--- config.mk ---
export PLATFORM = sky130hd
export DESIGN_NAME = memory_stage
export DESIGN_NICKNAME = d
export VERILOG_FILES = /design/src/rtl/common_pkg.sv /design/src/rtl/pipes_pkg.sv /design/src/rtl/mem_align.sv /design/src/rtl/memory_stage.sv
export SDC_FILE = /design/constraint.sdc
export NUM_CORES = 1
export LEC_CHECK = 0
export CAP_MARGIN = 15
export CORE_MARGIN = 8
export CORE_UTILIZATION = 50
export DETAILED_ROUTE_END_ITERATION = 10
export PLACE_DENSITY_LB_ADDON = 0.05
export SLEW_MARGIN = 20
export SYNTH_ARGS = -nofsm -noshare
export SYNTH_HDL_FRONTEND = slang
export SYNTH_SLANG_ARGS = --single-unit
--- constraint.sdc ---
create_clock -name clk -period 2.65 [get_ports clk]
set_input_delay 0.265 -clock clk [delete_from_list [all_inputs] [get_ports clk]]
set_output_delay 0.265 -clock clk [all_outputs]
set_load 0.02 [all_outputs]
--- src/rtl/common_pkg.sv ---
// Shared bus-level definitions: datapath width, access sizes, dbus request/response
// layouts and the per-size byte-mask helpers used by load/store alignment.
package common_pkg;

    localparam int XLEN   = 64;
    localparam int STRB_W = XLEN / 8;

    typedef logic [XLEN-1:0]   word_t;
    typedef logic [STRB_W-1:0] strobe_t;

    typedef enum logic [1:0] {
        MSIZE1 = 2'd0,
        MSIZE2 = 2'd1,
        MSIZE4 = 2'd2,
        MSIZE8 = 2'd3
    } msize_t;

    localparam strobe_t MASK1 = 8'h01;
    localparam strobe_t MASK2 = 8'h03;
    localparam strobe_t MASK4 = 8'h0F;
    localparam strobe_t MASK8 = 8'hFF;

    typedef struct packed {
        logic    valid;
        word_t   addr;
        msize_t  size;
        strobe_t strobe;
        word_t   data;
    } dbus_req_t;

    typedef struct packed {
        logic  data_ok;
        word_t data;
    } dbus_resp_t;

    function automatic strobe_t size_mask(input msize_t size);
        case (size)
            MSIZE1:  return MASK1;
            MSIZE2:  return MASK2;
            MSIZE4:  return MASK4;
            default: return MASK8;
        endcase
    endfunction

    // An access is aligned when the low address bits below its size are all zero.
    function automatic logic misaligned(input logic [2:0] addr_lo, input msize_t size);
        case (size)
            MSIZE1:  return 1'b0;
            MSIZE2:  return addr_lo[0];
            MSIZE4:  return |addr_lo[1:0];
            default: return |addr_lo;
        endcase
    endfunction

endpackage

--- src/rtl/pipes_pkg.sv ---
// Pipeline register layouts around the MEM stage and the MEM-stage FSM state encoding.
package pipes_pkg;

    import common_pkg::*;

    typedef logic [4:0] reg_idx_t;

    typedef struct packed {
        logic   mem_read;
        logic   mem_write;
        msize_t msize;
        logic   mem_unsigned;
    } mem_ctl_t;

    typedef struct packed {
        logic     valid;
        word_t    pc;
        word_t    alu;
        word_t    rs2;
        mem_ctl_t ctl;
        reg_idx_t rd;
        logic     regwrite;
    } execute_data_t;

    typedef struct packed {
        logic     valid;
        word_t    pc;
        reg_idx_t rd;
        logic     regwrite;
        word_t    wb;
        logic     misalign;
    } memory_data_t;

    typedef enum logic [1:0] {
        IDLE  = 2'd0,
        WAIT  = 2'd1,
        DONE  = 2'd2,
        ABORT = 2'd3
    } mem_state_t;

endpackage

--- src/rtl/mem_align.sv ---
// Byte-lane steering between a 64-bit aligned data bus and register values:
// store strobe/data placement and load extraction with sign/zero extension.
module mem_align
    import common_pkg::*;
(
    input  logic [2:0] addr_lo,
    input  msize_t     msize,
    input  logic       is_unsigned,
    input  word_t      store_data,
    input  word_t      load_raw,
    output strobe_t    strobe,
    output word_t      store_lane,
    output word_t      load_value
);

    logic [5:0] shamt;
    word_t      raw;

    assign shamt      = {addr_lo, 3'b000};
    assign raw        = load_raw >> shamt;
    assign store_lane = store_data << shamt;
    assign strobe     = size_mask(msize) << addr_lo;

    always_comb begin
        // NOTE: assigning a default before the case keeps this block free of inferred latches.
        load_value = raw;
        case (msize)
            MSIZE1: load_value = is_unsigned ? {{(XLEN-8){1'b0}}, raw[7:0]}
                                             : {{(XLEN-8){raw[7]}}, raw[7:0]};
            MSIZE2: load_value = is_unsigned ? {{(XLEN-16){1'b0}}, raw[15:0]}
                                             : {{(XLEN-16){raw[15]}}, raw[15:0]};
            MSIZE4: load_value = is_unsigned ? {{(XLEN-32){1'b0}}, raw[31:0]}
                                             : {{(XLEN-32){raw[31]}}, raw[31:0]};
            default: load_value = raw;
        endcase
    end

endmodule

--- src/rtl/memory_stage.sv ---
// MEM pipeline stage: issues dbus loads/stores, stalls while a request is outstanding,
// and keeps a once-issued request on the bus until it completes, even across a flush.
module memory_stage
    import pipes_pkg::*;
#(
    parameter int XLEN   = common_pkg::XLEN,
    parameter int STRB_W = XLEN / 8
) (
    input  logic                clk,
    input  logic                reset,
    input  execute_data_t       dataE,
    input  logic                advance,
    input  logic                flush,
    output logic                dreq_valid,
    output logic [XLEN-1:0]     dreq_addr,
    output common_pkg::msize_t  dreq_size,
    output logic [STRB_W-1:0]   dreq_strobe,
    output logic [XLEN-1:0]     dreq_data,
    input  logic                dresp_data_ok,
    input  logic [XLEN-1:0]     dresp_data,
    output memory_data_t        dataM_nxt,
    output logic                mem_stall
);

    mem_state_t state, next_state;

    common_pkg::dbus_req_t req_now, req_q, req_out;
    memory_data_t          pass_result, resp_result, result_q;

    logic               is_mem, misalign_op, memop;
    logic               capture, issue;
    common_pkg::strobe_t align_strobe;
    common_pkg::word_t   store_lane, load_value;

    assign is_mem      = dataE.valid & (dataE.ctl.mem_read | dataE.ctl.mem_write);
    assign misalign_op = is_mem & common_pkg::misaligned(dataE.alu[2:0], dataE.ctl.msize);
    assign memop       = is_mem & ~misalign_op;

    mem_align u_align (
        .addr_lo     (dataE.alu[2:0]),
        .msize       (dataE.ctl.msize),
        .is_unsigned (dataE.ctl.mem_unsigned),
        .store_data  (dataE.rs2),
        .load_raw    (dresp_data),
        .strobe      (align_strobe),
        .store_lane  (store_lane),
        .load_value  (load_value)
    );

    always_comb begin
        req_now.valid  = 1'b1;
        req_now.addr   = dataE.alu;
        req_now.size   = dataE.ctl.msize;
        req_now.strobe = dataE.ctl.mem_write ? align_strobe : '0;
        req_now.data   = store_lane;
    end

    // Misaligned accesses pass straight through flagged, with the register write suppressed.
    always_comb begin
        pass_result.valid    = dataE.valid & ~flush;
        pass_result.pc       = dataE.pc;
        pass_result.rd       = dataE.rd;
        pass_result.regwrite = dataE.regwrite & ~misalign_op;
        pass_result.wb       = dataE.alu;
        pass_result.misalign = misalign_op;

        resp_result          = pass_result;
        resp_result.valid    = 1'b1;
        resp_result.regwrite = dataE.regwrite;
        resp_result.wb       = dataE.ctl.mem_read ? load_value : dataE.alu;
        resp_result.misalign = 1'b0;
    end

    always_comb begin
        next_state       = state;
        req_out          = req_now;
        req_out.valid    = 1'b0;
        mem_stall        = 1'b0;
        dataM_nxt        = pass_result;
        capture          = 1'b0;
        issue            = 1'b0;

        case (state)
            IDLE: begin
                if (!flush && memop) begin
                    req_out.valid = 1'b1;
                    mem_stall     = ~dresp_data_ok;
                    if (dresp_data_ok) begin
                        dataM_nxt = resp_result;
                        if (!advance) begin
                            capture    = 1'b1;
                            next_state = DONE;
                        end
                    end else begin
                        dataM_nxt.valid = 1'b0;
                        issue           = 1'b1;
                        next_state      = WAIT;
                    end
                end
            end
            WAIT: begin
                req_out.valid   = 1'b1;
                mem_stall       = ~dresp_data_ok;
                dataM_nxt.valid = 1'b0;
                if (dresp_data_ok) begin
                    if (flush) begin
                        next_state = IDLE;
                    end else begin
                        dataM_nxt = resp_result;
                        if (advance) begin
                            next_state = IDLE;
                        end else begin
                            capture    = 1'b1;
                            next_state = DONE;
                        end
                    end
                end else if (flush) begin
                    next_state = ABORT;
                end
            end
            DONE: begin
                dataM_nxt = result_q;
                if (flush) begin
                    dataM_nxt.valid = 1'b0;
                    next_state      = IDLE;
                end else if (advance) begin
                    next_state = IDLE;
                end
            end
            ABORT: begin
                // The killed instruction's fields may be gone from dataE; replay the saved request.
                req_out         = req_q;
                req_out.valid   = 1'b1;
                mem_stall       = 1'b1;
                dataM_nxt.valid = 1'b0;
                if (dresp_data_ok) next_state = IDLE;
            end
            default: next_state = IDLE;
        endcase
    end

    assign dreq_valid  = req_out.valid;
    assign dreq_addr   = req_out.addr;
    assign dreq_size   = req_out.size;
    assign dreq_strobe = req_out.strobe;
    assign dreq_data   = req_out.data;

    always_ff @(posedge clk) begin
        // NOTE: state registers use non-blocking assignments so every flop samples pre-edge values.
        if (!reset) begin
            state    <= IDLE;
            result_q <= '0;
            req_q    <= '0;
        end else begin
            state <= next_state;
            if (capture) result_q <= resp_result;
            if (issue)   req_q    <= req_now;
        end
    end

endmodule
-- After elaboration in Yosys (flattened, before gate mapping)
Cells that the tools add are included.
- eq/ne operators: 10
- shift-type cells: 3
- multiplexer cells: 41
- bitwise gates (word level): 9
- reductions and logical operators: 8
- operators with widths (kind ; count):
    2-to-1 mux 136 bit ; 3
    case mux 135 bit (3 select lines) ; 1
    2-to-1 mux 64 bit ; 4
    case mux 64 bit (3 select lines) ; 1
    2-to-1 mux 138 bit ; 1
    2-to-1 mux 66 bit ; 1
    << shifter 64 x 6 -> 64 bit ; 1
    right shift 64 x 6 -> 64 bit ; 1
    case mux 8 bit (3 select lines) ; 1
    2-to-1 mux 2 bit ; 10
    2-to-1 mux 1 bit ; 12
    inequality test 3 bit, second input constant ; 3
    2-to-1 mux 8 bit ; 1
    case mux 2 bit (4 select lines) ; 1
    << shifter 8 x 3 -> 8 bit ; 1
    == test 2 bit, second input constant ; 3
    case mux 1 bit (3 select lines) ; 2
    AND 1 bit ; 5
    AND reduction 5 bit ; 1
    == test 2 x 1 -> 1 bit, second input constant ; 2
    logical NOT 2 bit ; 2
    inequality test 2 bit, second input constant ; 2
    case mux 1 bit (2 select lines) ; 2
    case mux 1 bit (4 select lines) ; 1
    other kinds (6) ; 9
- bits in registers: 275
- bits of input ports: 273
- logic and storage cells: 81

-- Logic depth before layout (Yosys ltp)
Gate-level depths: netlist of the first run.
- depth after elaboration: 8
- mapped depth: 12

-- By module
A second synthesis of the first run with hierarchy kept.
- cell total of the unflattened synthesis: 2877
- area total of the unflattened synthesis: 20358.3 um^2
- modules (own cells, without submodules) (module ; times used ; cells each ; area an instance (um^2) ; sequential area each (um^2)):
    memory_stage ; 1 ; 2277 ; 15957.8 ; 5505.3
    mem_align ; 1 ; 600 ; 4400.5 ; 0.0

-- Least setup slack after synthesis of the first run
OpenSTA, ideal clock, no wires.
- kind: input to output
- from: input dataE[75] in the netlist's numbering
- to: output dataM_nxt[1] in the netlist's numbering
- arrival: 2326 ps
- data required time: 2385 ps
- slack: 59 ps
- cell stages on the path: 10
- buffers on the path: 6
- cells stage by stage: buf_4 buf_4 buf_4 buf_2 buf_2 clkbuf_1 nor2_1 a21oi_1 a21oi_1 o21ai_0
- RTL lines (what ; RTL line ; source):
    start: declaration ; memory_stage.sv:11 ; input execute_data_t dataE,
    end: declaration ; memory_stage.sv:21 ; output memory_data_t dataM_nxt,

==> results of run 1 <==
[kinds of logic (layout without fill, tap and decap cells)]
kind of cell	Yosys count	after routing	synth area share (%)
simple gates	1383	1383	28.37
mux	180	180	10.76
buf+inv	304	1098	6.503
other cells	0	11	0
flops	275	275	28.05
compound gates	843	843	26.31
[worst min-delay path: stages]
cell and delay (ns):
dlymetal6s2s_1 0.15, buf_4 0.17, nor3_1 0.05
[sequential cells by signal (all words and copies together) (netlist names)]
| register | cells |
|---|---|
| req_q | 138 |
| result_q | 135 |
| state | 2 |
[report_power, final]
| part | total (mW) | switching (mW) | internal, mW |
|---|---|---|---|
| Sequential | 4.23 | 0.0377 | 4.20 |
| Clock | 4.89 | 1.94 | 2.94 |
| Combinational | 4.30 | 2.40 | 1.90 |
| Total | 13.4 | 4.38 | 9.04 |
[stage by stage]
step	hold WS [ns]	setup slack, ns	power, mW
after global placement	0.4402	-0.7844	8.107
after floorplan	0.3443	0.05913	6.024
after global routing	0.07765	-0.2786	13.72
after CTS	0.2409	-0.2130	12.98
after detailed placement	0.4460	-0.7910	8.159
final	0.08143	-0.2205	13.42
[per-layer routing]
metal | up-vias | GRT usage (%) | part of all wire (%)
li1 | 11874 | - | -
met1 | 12713 | 47.26 | 34
met2 | 2197 | 67.66 | 45
met3 | 647 | 12.79 | 12
met4 | 8 | 30.58 | 9.2
met5 | - | 0 | 0.048
[repair_timing]
| item | in CTS | in global routing |
|---|---|---|
| endpoints found under the setup margin | 258 | 163 |
| hold endpoints to repair | 0 | 0 |
| pin swaps | 27 | 59 |
| gates resized for setup | 746 | 257 |
| buffers inserted | 23 | 33 |
| gates cloned | 11 | 3 |
[how the worst max path moves through the flow]
| stage | startpoint | end | slack (ns) | cells after the start |
|---|---|---|---|---|
| 6_report | dresp_data[7] | dataM_nxt[20] | -0.22 | 11 |
| 5_1_grt | dataE[77] | dataM_nxt[20] | -0.28 | 11 |
| 4_1_cts | dataE[77] | dataM_nxt[20] | -0.21 | 11 |
| 3_5_place_dp | dresp_data[31] | dataM_nxt[46] | -0.79 | 11 |
| 3_3_place_gp | dresp_data[31] | dataM_nxt[46] | -0.78 | 11 |
| 2_1_floorplan | dataE[75] | dataM_nxt[1] | 0.06 | 10 |
[cell type report]
class	instances	area [µm²]
clock inverters	20	310.3
repair buffers	1004	9488
clock buffers	36	804.5
multi-input cells	2406	13990
fillers	2651	7789
well taps	518	648.1
diodes	11	27.53
inverters	38	166.4
flip-flops and latches	275	5513
[layout by cell type, fill, tap and decap left out, drive strengths merged, types with 8 or more instances in the layout]
| master | n |
|---|---|
| bufinv | 8 |
| dlymetal6s2s | 11 |
| a21o | 11 |
| o21a | 13 |
| o22ai | 13 |
| mux4 | 21 |
| o21ai | 174 |
| diode | 11 |
| a221o | 16 |
| and2 | 26 |
| o211a | 8 |
| o211ai | 39 |
| a211oi | 48 |
| nand3 | 55 |
| nor3 | 31 |
| a31oi | 26 |
| a221oi | 8 |
| dlygate4sd2 | 118 |
| o32a | 10 |
| a21oi | 369 |
| clkinv | 10 |
| mux2i | 121 |
| a22oi | 8 |
| nand2 | 915 |
| dfxtp | 275 |
| o2bb2ai | 13 |
| inv | 38 |
| clkbuf | 51 |
| clkdlybuf4s15 | 46 |
| a32oi | 9 |
| mux2 | 38 |
| buf | 569 |
| o2111ai | 12 |
| o31ai | 33 |
| nor2 | 294 |
| nor2b | 10 |
| nand2b | 17 |
| clkdlybuf4s50 | 240 |
==> reports/results.tsv, run 1 <==
stage	metric	value	unit
cts	path_clk_slew	0.06	ns
timing	period_share	108.3	%
layout	final_core_util	79.89	%
critical_path	crit_slowest_cell	mux4_2	
critical_path	crit_arrival	2.61	ns
critical_path	crit_type	in -> out	
floorplan	ios	549	
layout	nets	4029	
cts	cts.sinks	275	
cts	numCtsBuffers	31	
cts	h-tree-depth	1	
logic_synthesis	ys_async_sr_fraction	0	%
job	cap_violations	0	
timing	relSlewSlack	51.90	%
detailed_routing	dr.pass1.iters	7	
cts	hold_buffers	0	
timing	slew_violations	0	
critical_path	rr_startpoint	state[1]$_SDFFE_PN0P_	
layout	fin_cells	4308	
critical_path	cp_max_fo	4	
power_and_ir_drop	p_leak	13.01	nW
timing	tightestPinTransition	0.7184	ns
cts	clock_latency	0.60	ns
critical_path	crit_path_frequent_cell	buf_6	
cts	root_buffer	clkbuf_16	
detailed_routing	ant_nets	0	
timing	fin_setup_tns	-4.301	ns
outcome	status	finished with violations	
floorplan	die_x	214.1	µm
logic_synthesis	synth_nets	3258	
logic_synthesis	yosys_register_bits	275	
layout	design_area	30950	µm²
layout	syn2layout_area_growth	57.71	%
logic_synthesis	netlist-cell-type-count	67	
timing	period_needed	2.871	ns
detailed_routing	vias	27439	
worst_hold_path	hp-class	in -> reg	
critical_path	r2r_slack	0.35	ns
worst_hold_path	whs_path_depth	3	
critical_path	startpoint_type	input pin	
worst_hold_path	worstHoldStart	dresp_data_ok	
logic_synthesis	ys_seq_area_share	28.05	%
critical_path	worst_ep_required_time	2.38	ns
timing	rsz0062_at_grt	true	
floorplan	start_util	50.66	%
placement	place_inst	4177	
placement	hpwl	73030	µm
critical_path	slowest_delay	0.53	ns
layout	drive_above_1_share	24.05	%
global_routing	antenna_found_initial	14	
critical_path	crit_path_end_kind	primary output	
logic_synthesis	ys_top_cells_by_area	dfxtp_1, nand2_1, a21oi_1	
timing	setup_ws	-0.2205	ns
detailed_routing	vias_per_cell	6.369	
timing	worst_clock_skew	0.007981	ns
power_and_ir_drop	power_density	433.7	nW/µm²
placement	finalWeightedCongestion	1.042	
placement	numPortBuffers	548	
logic_synthesis	synth_top_area_share	28.05	%
logic_synthesis	synth_edf_count	0	
cts	cts_tree	built	
global_routing	grt_pass1_vias	26263	
critical_path	path_delay_family	compound AO/OA/AOI/OAI gates	
logic_synthesis	synth-warning-count	0	
logic_synthesis	post-synth-top-area-cell	dfxtp_1	
critical_path	reg2reg_depth	9	
logic_synthesis	ys_top_cells_by_count	nand2_1, a21oi_1, nor2_1	
detailed_routing	finalWirelength	106600	µm
floorplan	die-height	214.1	µm
detailed_routing	wl_per_cell	24.73	µm
global_routing	overflow	0	
critical_path	reg2reg_to	req_q[108]$_SDFFE_PN0P_	
detailed_routing	drtIter0Drc	3798	
placement	place_area	28040	µm²
logic_synthesis	synth_ff_type	dfxtp_1	
timing	hold_viol_final	0	
logic_synthesis	synth_most_common_cell	nand2_1	
timing	fmax	348.4	MHz
floorplan	num_rows	72	
outcome	violations	setup timing	
cts	clockBufferDepth	3	
global_routing	grt_pass1_wl	155600	µm
worst_hold_path	hold_end	state[0]$_SDFFE_PN0P_	
critical_path	crit_chain	clkdlybuf4s15_1, mux4_2, a22oi_2, o211a_4, buf_12, buf_6, nor4b_4, buf_4, a211oi_2, o32a_1, buf_6	
timing	setup_violations	49	
logic_synthesis	postSynthAreaPerCell	6.574	µm²
floorplan	dieArea	45840	µm²
floorplan	core_area	38740	µm²
logic_synthesis	syn_inst	2985	
detailed_routing	drcViolationCount	0	
global_routing	grt_use_total	42.20	%
power_and_ir_drop	ir_drop	522.2	µV
logic_synthesis	syn_area	19620	µm²
critical_path	critPathBufInv	5	
global_routing	grt_max_degree	73	
Note: power is estimated with default switching activity, not from simulation.
==> inputs of run 2 (changes only) <==
ABC_AREA = 1   (was default)
CORE_UTILIZATION = 49   (was 50)
==> run 2 against run 1 <==
The run now ends clean. Synthesized cell count up 13%. Critical path depth fell by 7. Sequential power is 2% higher. Largest cell class unchanged. Cell count grew 6.7%. Clock skew rose by 0.014 ns. Global-route usage decreased by 4.5 points. Utilization fell by 7.5 points.
==> reports/results.tsv, run 2 <==
stage	metric	value	unit	change
detailed_routing	drcViolationCount	0		unchanged
worst_hold_path	hp-class	in -> reg		unchanged
power_and_ir_drop	p_int	8.959	mW	was 9.039 mW
floorplan	ios	549		unchanged
layout	largestRegisters	req_q x138, result_q x135, state x2		unchanged
placement	place_area	27360	µm²	was 28,040 µm²
global_routing	grt_max_degree	95		was 73
critical_path	path_delay_family	buffers and inverters		was compound AO/OA/AOI/OAI gates
timing	worst_clock_skew	0.02154	ns	was 0.007981 ns
detailed_routing	vias	26801		was 27,439
timing	slew_violations	0		unchanged
layout	layout_common_cells	nand2_1, o21ai_0, a21oi_1		was nand2_1, buf_4, a21oi_1
power_and_ir_drop	switchingPower	4.385	mW	was 4.382 mW
global_routing	antenna_found_initial	24		was 14
logic_synthesis	postSynthAreaPerCell	5.789	µm²	was 6.574 µm²
floorplan	die-height	216.0	µm	was 214.1 µm
global_routing	grt_use_total	37.74	%	was 42.20%
logic_synthesis	synth_top_area_share	28.10	%	was 28.05%
outcome	status	completed		was finished with violations
detailed_routing	wl_per_cell	20.61	µm	was 24.73 µm
critical_path	startpoint_type	flop		was input pin
detailed_routing	drtIter0Drc	3626		was 3,798
detailed_routing	dr.pass1.iters	7		unchanged
power_and_ir_drop	power_density	465.0	nW/µm²	was 433.7 nW/µm²
layout	syn2layout_area_growth	46.50	%	was 57.71%
layout	drive_above_1_share	13.92	%	was 24.05%
critical_path	slowest_delay	0.67	ns	was 0.53 ns
critical_path	crit_type	reg -> out		was in -> out
power_and_ir_drop	pwr-share-clk	38.0	%	was 36.4%
critical_path	critPathBufInv	2		was 5
timing	relSlewSlack	50.62	%	was 51.90%
global_routing	grt_pass1_wl	142500	µm	was 155,600 µm
detailed_routing	vias_per_cell	5.833		was 6.369
placement	hpwl	67030	µm	was 73,030 µm
placement	finalWeightedCongestion	1.001		was 1.042
cts	clock_latency	0.56	ns	was 0.60 ns
critical_path	crit_arrival	2.35	ns	was 2.61 ns
timing	tightestPinTransition	0.7407	ns	was 0.7184 ns
logic_synthesis	yosys_register_bits	275		unchanged
global_routing	grt_pass1_vias	25057		was 26,263
job	cap_violations	0		unchanged
logic_synthesis	synth_nets	3657		was 3,258
floorplan	num_rows	73		was 72
layout	nets	4301		was 4,029
logic_synthesis	ys_top_cells_by_count	nand2_1, o21ai_0, a21oi_1		was nand2_1, a21oi_1, nor2_1
layout	layout_commonest_cell	nand2_1		unchanged
layout	largest_reg_flops	138		unchanged
detailed_routing	finalWirelength	94690	µm	was 106,600 µm
logic_synthesis	ys_async_sr_fraction	0	%	unchanged
detailed_routing	ant_nets	0		unchanged
cts	cts.sinks	275		unchanged
timing	fmax	381.8	MHz	was 348.4 MHz
cts	numCtsBuffers	34		was 31
critical_path	cp_max_fo	90		was 4
critical_path	crit_chain	nand2_4, buf_16, o21ai_0, clkdlybuf4s50_1		was clkdlybuf4s15_1, mux4_2, a22oi_2, o211a_4, buf_12, buf_6, nor4b_4, buf_4, a211oi_2, o32a_1, buf_6
logic_synthesis	syn_area	19590	µm²	was 19,620 µm²
timing	setup_ws	0.03111	ns	was -0.2205 ns
floorplan	dieArea	46630	µm²	was 45,840 µm²
logic_synthesis	synth_most_common_cell	nand2_1		unchanged
logic_synthesis	syn_inst	3384		was 2,985
timing	hold_viol_final	0		unchanged
critical_path	crit_path_end_kind	primary output		unchanged
power_and_ir_drop	power_frac_seq	32.2	%	was 31.5%
logic_synthesis	post-synth-top-area-cell	dfxtp_1		unchanged
power_and_ir_drop	ir_drop	519.3	µV	was 522.2 µV
critical_path	crit_slowest_cell	clkdlybuf4s50_1		was mux4_2
placement	numPortBuffers	548		unchanged
cts	h-tree-depth	2		was 1
cts	root_buffer	clkbuf_16		unchanged
timing	setup_violations	0		was 49
floorplan	die_x	216.0	µm	was 214.1 µm
layout	n_fill_cell	3332		was 2,651
cts	cts_tree	built		unchanged
timing	period_needed	2.619	ns	was 2.871 ns
power_and_ir_drop	pwr-share-comb	29.8	%	was 32.1%
layout	fin_cells	4595		was 4,308
logic_synthesis	ys_top_cells_by_area	dfxtp_1, nand2_1, o21ai_0		was dfxtp_1, nand2_1, a21oi_1
logic_synthesis	synth_ff_type	dfxtp_1		unchanged
placement	place_inst	4508		was 4,177
floorplan	start_util	49.42	%	was 50.66%
logic_synthesis	netlist-cell-type-count	43		was 67
cts	path_clk_slew	0.07	ns	was 0.06 ns
cts	clockBufferDepth	3		unchanged
power_and_ir_drop	p_leak	13.19	nW	was 13.01 nW
floorplan	core_area	39640	µm²	was 38,740 µm²
power_and_ir_drop	p_sw_share	32.86	%	was 32.65%
placement	place_ws	-0.6555	ns	was -0.7910 ns
layout	design_area	28700	µm²	was 30,950 µm²
critical_path	worst_ep_required_time	2.38	ns	about the same
timing	period_share	98.83	%	was 108.3%
logic_synthesis	synth_edf_count	0		unchanged
logic_synthesis	ys_seq_area_share	28.10	%	was 28.05%
global_routing	overflow	0		unchanged
logic_synthesis	synth-warning-count	0		unchanged
layout	largest-register	req_q		unchanged
==> run 2: changes by cell type in the layout (fill, tap and decap cells not counted), sizes merged, moves of 38 or more <==
cell / change
a21oi: -56
clkdlybuf4s50: +69
inv: +249
clkbuf: +46
mux2i: -118
mux2: -38
buf: -209
o21ai: +372
nand3: +146
nor2: -93
nand2: +187
a211oi: -46
nand4: +69
==> run 2: cell type report <==
class | instances | area, µm² | area share (%)
Sequential cell | 275 | 5510 | 19.20
Multi-Input combinational cell | 2547 | 11850 | 41.28
Clock inverter | 14 | 225.2 | 0.7848
Clock buffer | 47 | 970.9 | 3.383
Inverter | 291 | 1110 | 3.867
Timing Repair Buffer | 879 | 8337 | 29.05
Antenna cell | 17 | 42.54 | 0.1482
Tap cell | 525 | 656.9 | 2.289
==> run 2: cell families (layout without fill, tap and decap cells) <==
group / count (synthesis) / count (layout) / synth area share, %
AND/OR/NAND/NOR: 1584 / 1584 / 33.02
AO/OA/AOI/OAI: 960 / 960 / 26.64
buffers and inverters: 562 / 1231 / 12.08
flip-flops: 275 / 275 / 28.10
multiplexers: 3 / 3 / 0.1533
other: 0 / 17 / 0
==> run 2: path summary, 6_finish.rpt <==
kind	from	to	slack [ns]	depth (start not counted)
worst max-delay path	state[0]$_SDFFE_PN0P_	dreq_strobe[4]	0.03	4
worst min-delay path	reset	req_q[93]$_SDFFE_PN0P_	0.24	3
worst max register to register	state[1]$_SDFFE_PN0P_	result_q[108]$_SDFFE_PN0P_	0.82	6
worst min register to register	req_q[78]$_SDFFE_PN0P_	req_q[78]$_SDFFE_PN0P_	0.44	2
==> run 2: stage by stage <==
stage | setup TNS [ns] | power [mW] | utilization, % | hold WS, ns
finish | 0 | 13.34 | 72.40 | 0.2385
global route | -0.03195 | 13.81 | 72.39 | 0.2625
CTS | 0 | 13.30 | 72.26 | 0.2306
detailed placement | -29.45 | 8.381 | 69.02 | 0.4384
global placement | -26.22 | 8.320 | 69.02 | 0.4318
floorplan | 0 | 6.249 | - | 0.4245
==> run 2: tightest hold or removal path: stages <==
cell     delay [ns]
buf_6          0.27
o21ai_0        0.16
a21oi_1        0.05
==> run 2: power groups by stage <==
stage	combinational (mW)	sequential (mW)	clock (mW)
3_5_place_dp	4.00	4.38	0
2_1_floorplan	1.88	4.37	0
5_1_grt	4.25	4.30	5.26
4_1_cts	3.93	4.29	5.08
3_3_place_gp	3.94	4.38	0
6_report	3.98	4.30	5.07
==> run 2: routing by layer <==
metal | up-vias | GRT usage [%] | share of wire (%)
met3 | 298 | 8.573 | 11
li1 | 12439 | - | -
met4 | 14 | 16.73 | 5.0
met5 | - | 0 | 0.084
met1 | 12337 | 46.30 | 38
met2 | 1713 | 62.62 | 46
==> run 2: repair_timing <==
| action | CTS | global route |
|---|---|---|
| gates resized for setup | 232 | 182 |
| hold buffers | 0 | 0 |
| gates cloned | 5 | 2 |
| setup buffers | 2 | 0 |
| endpoints found under the setup margin | 204 | 95 |
| pin swaps | 1 | 1 |
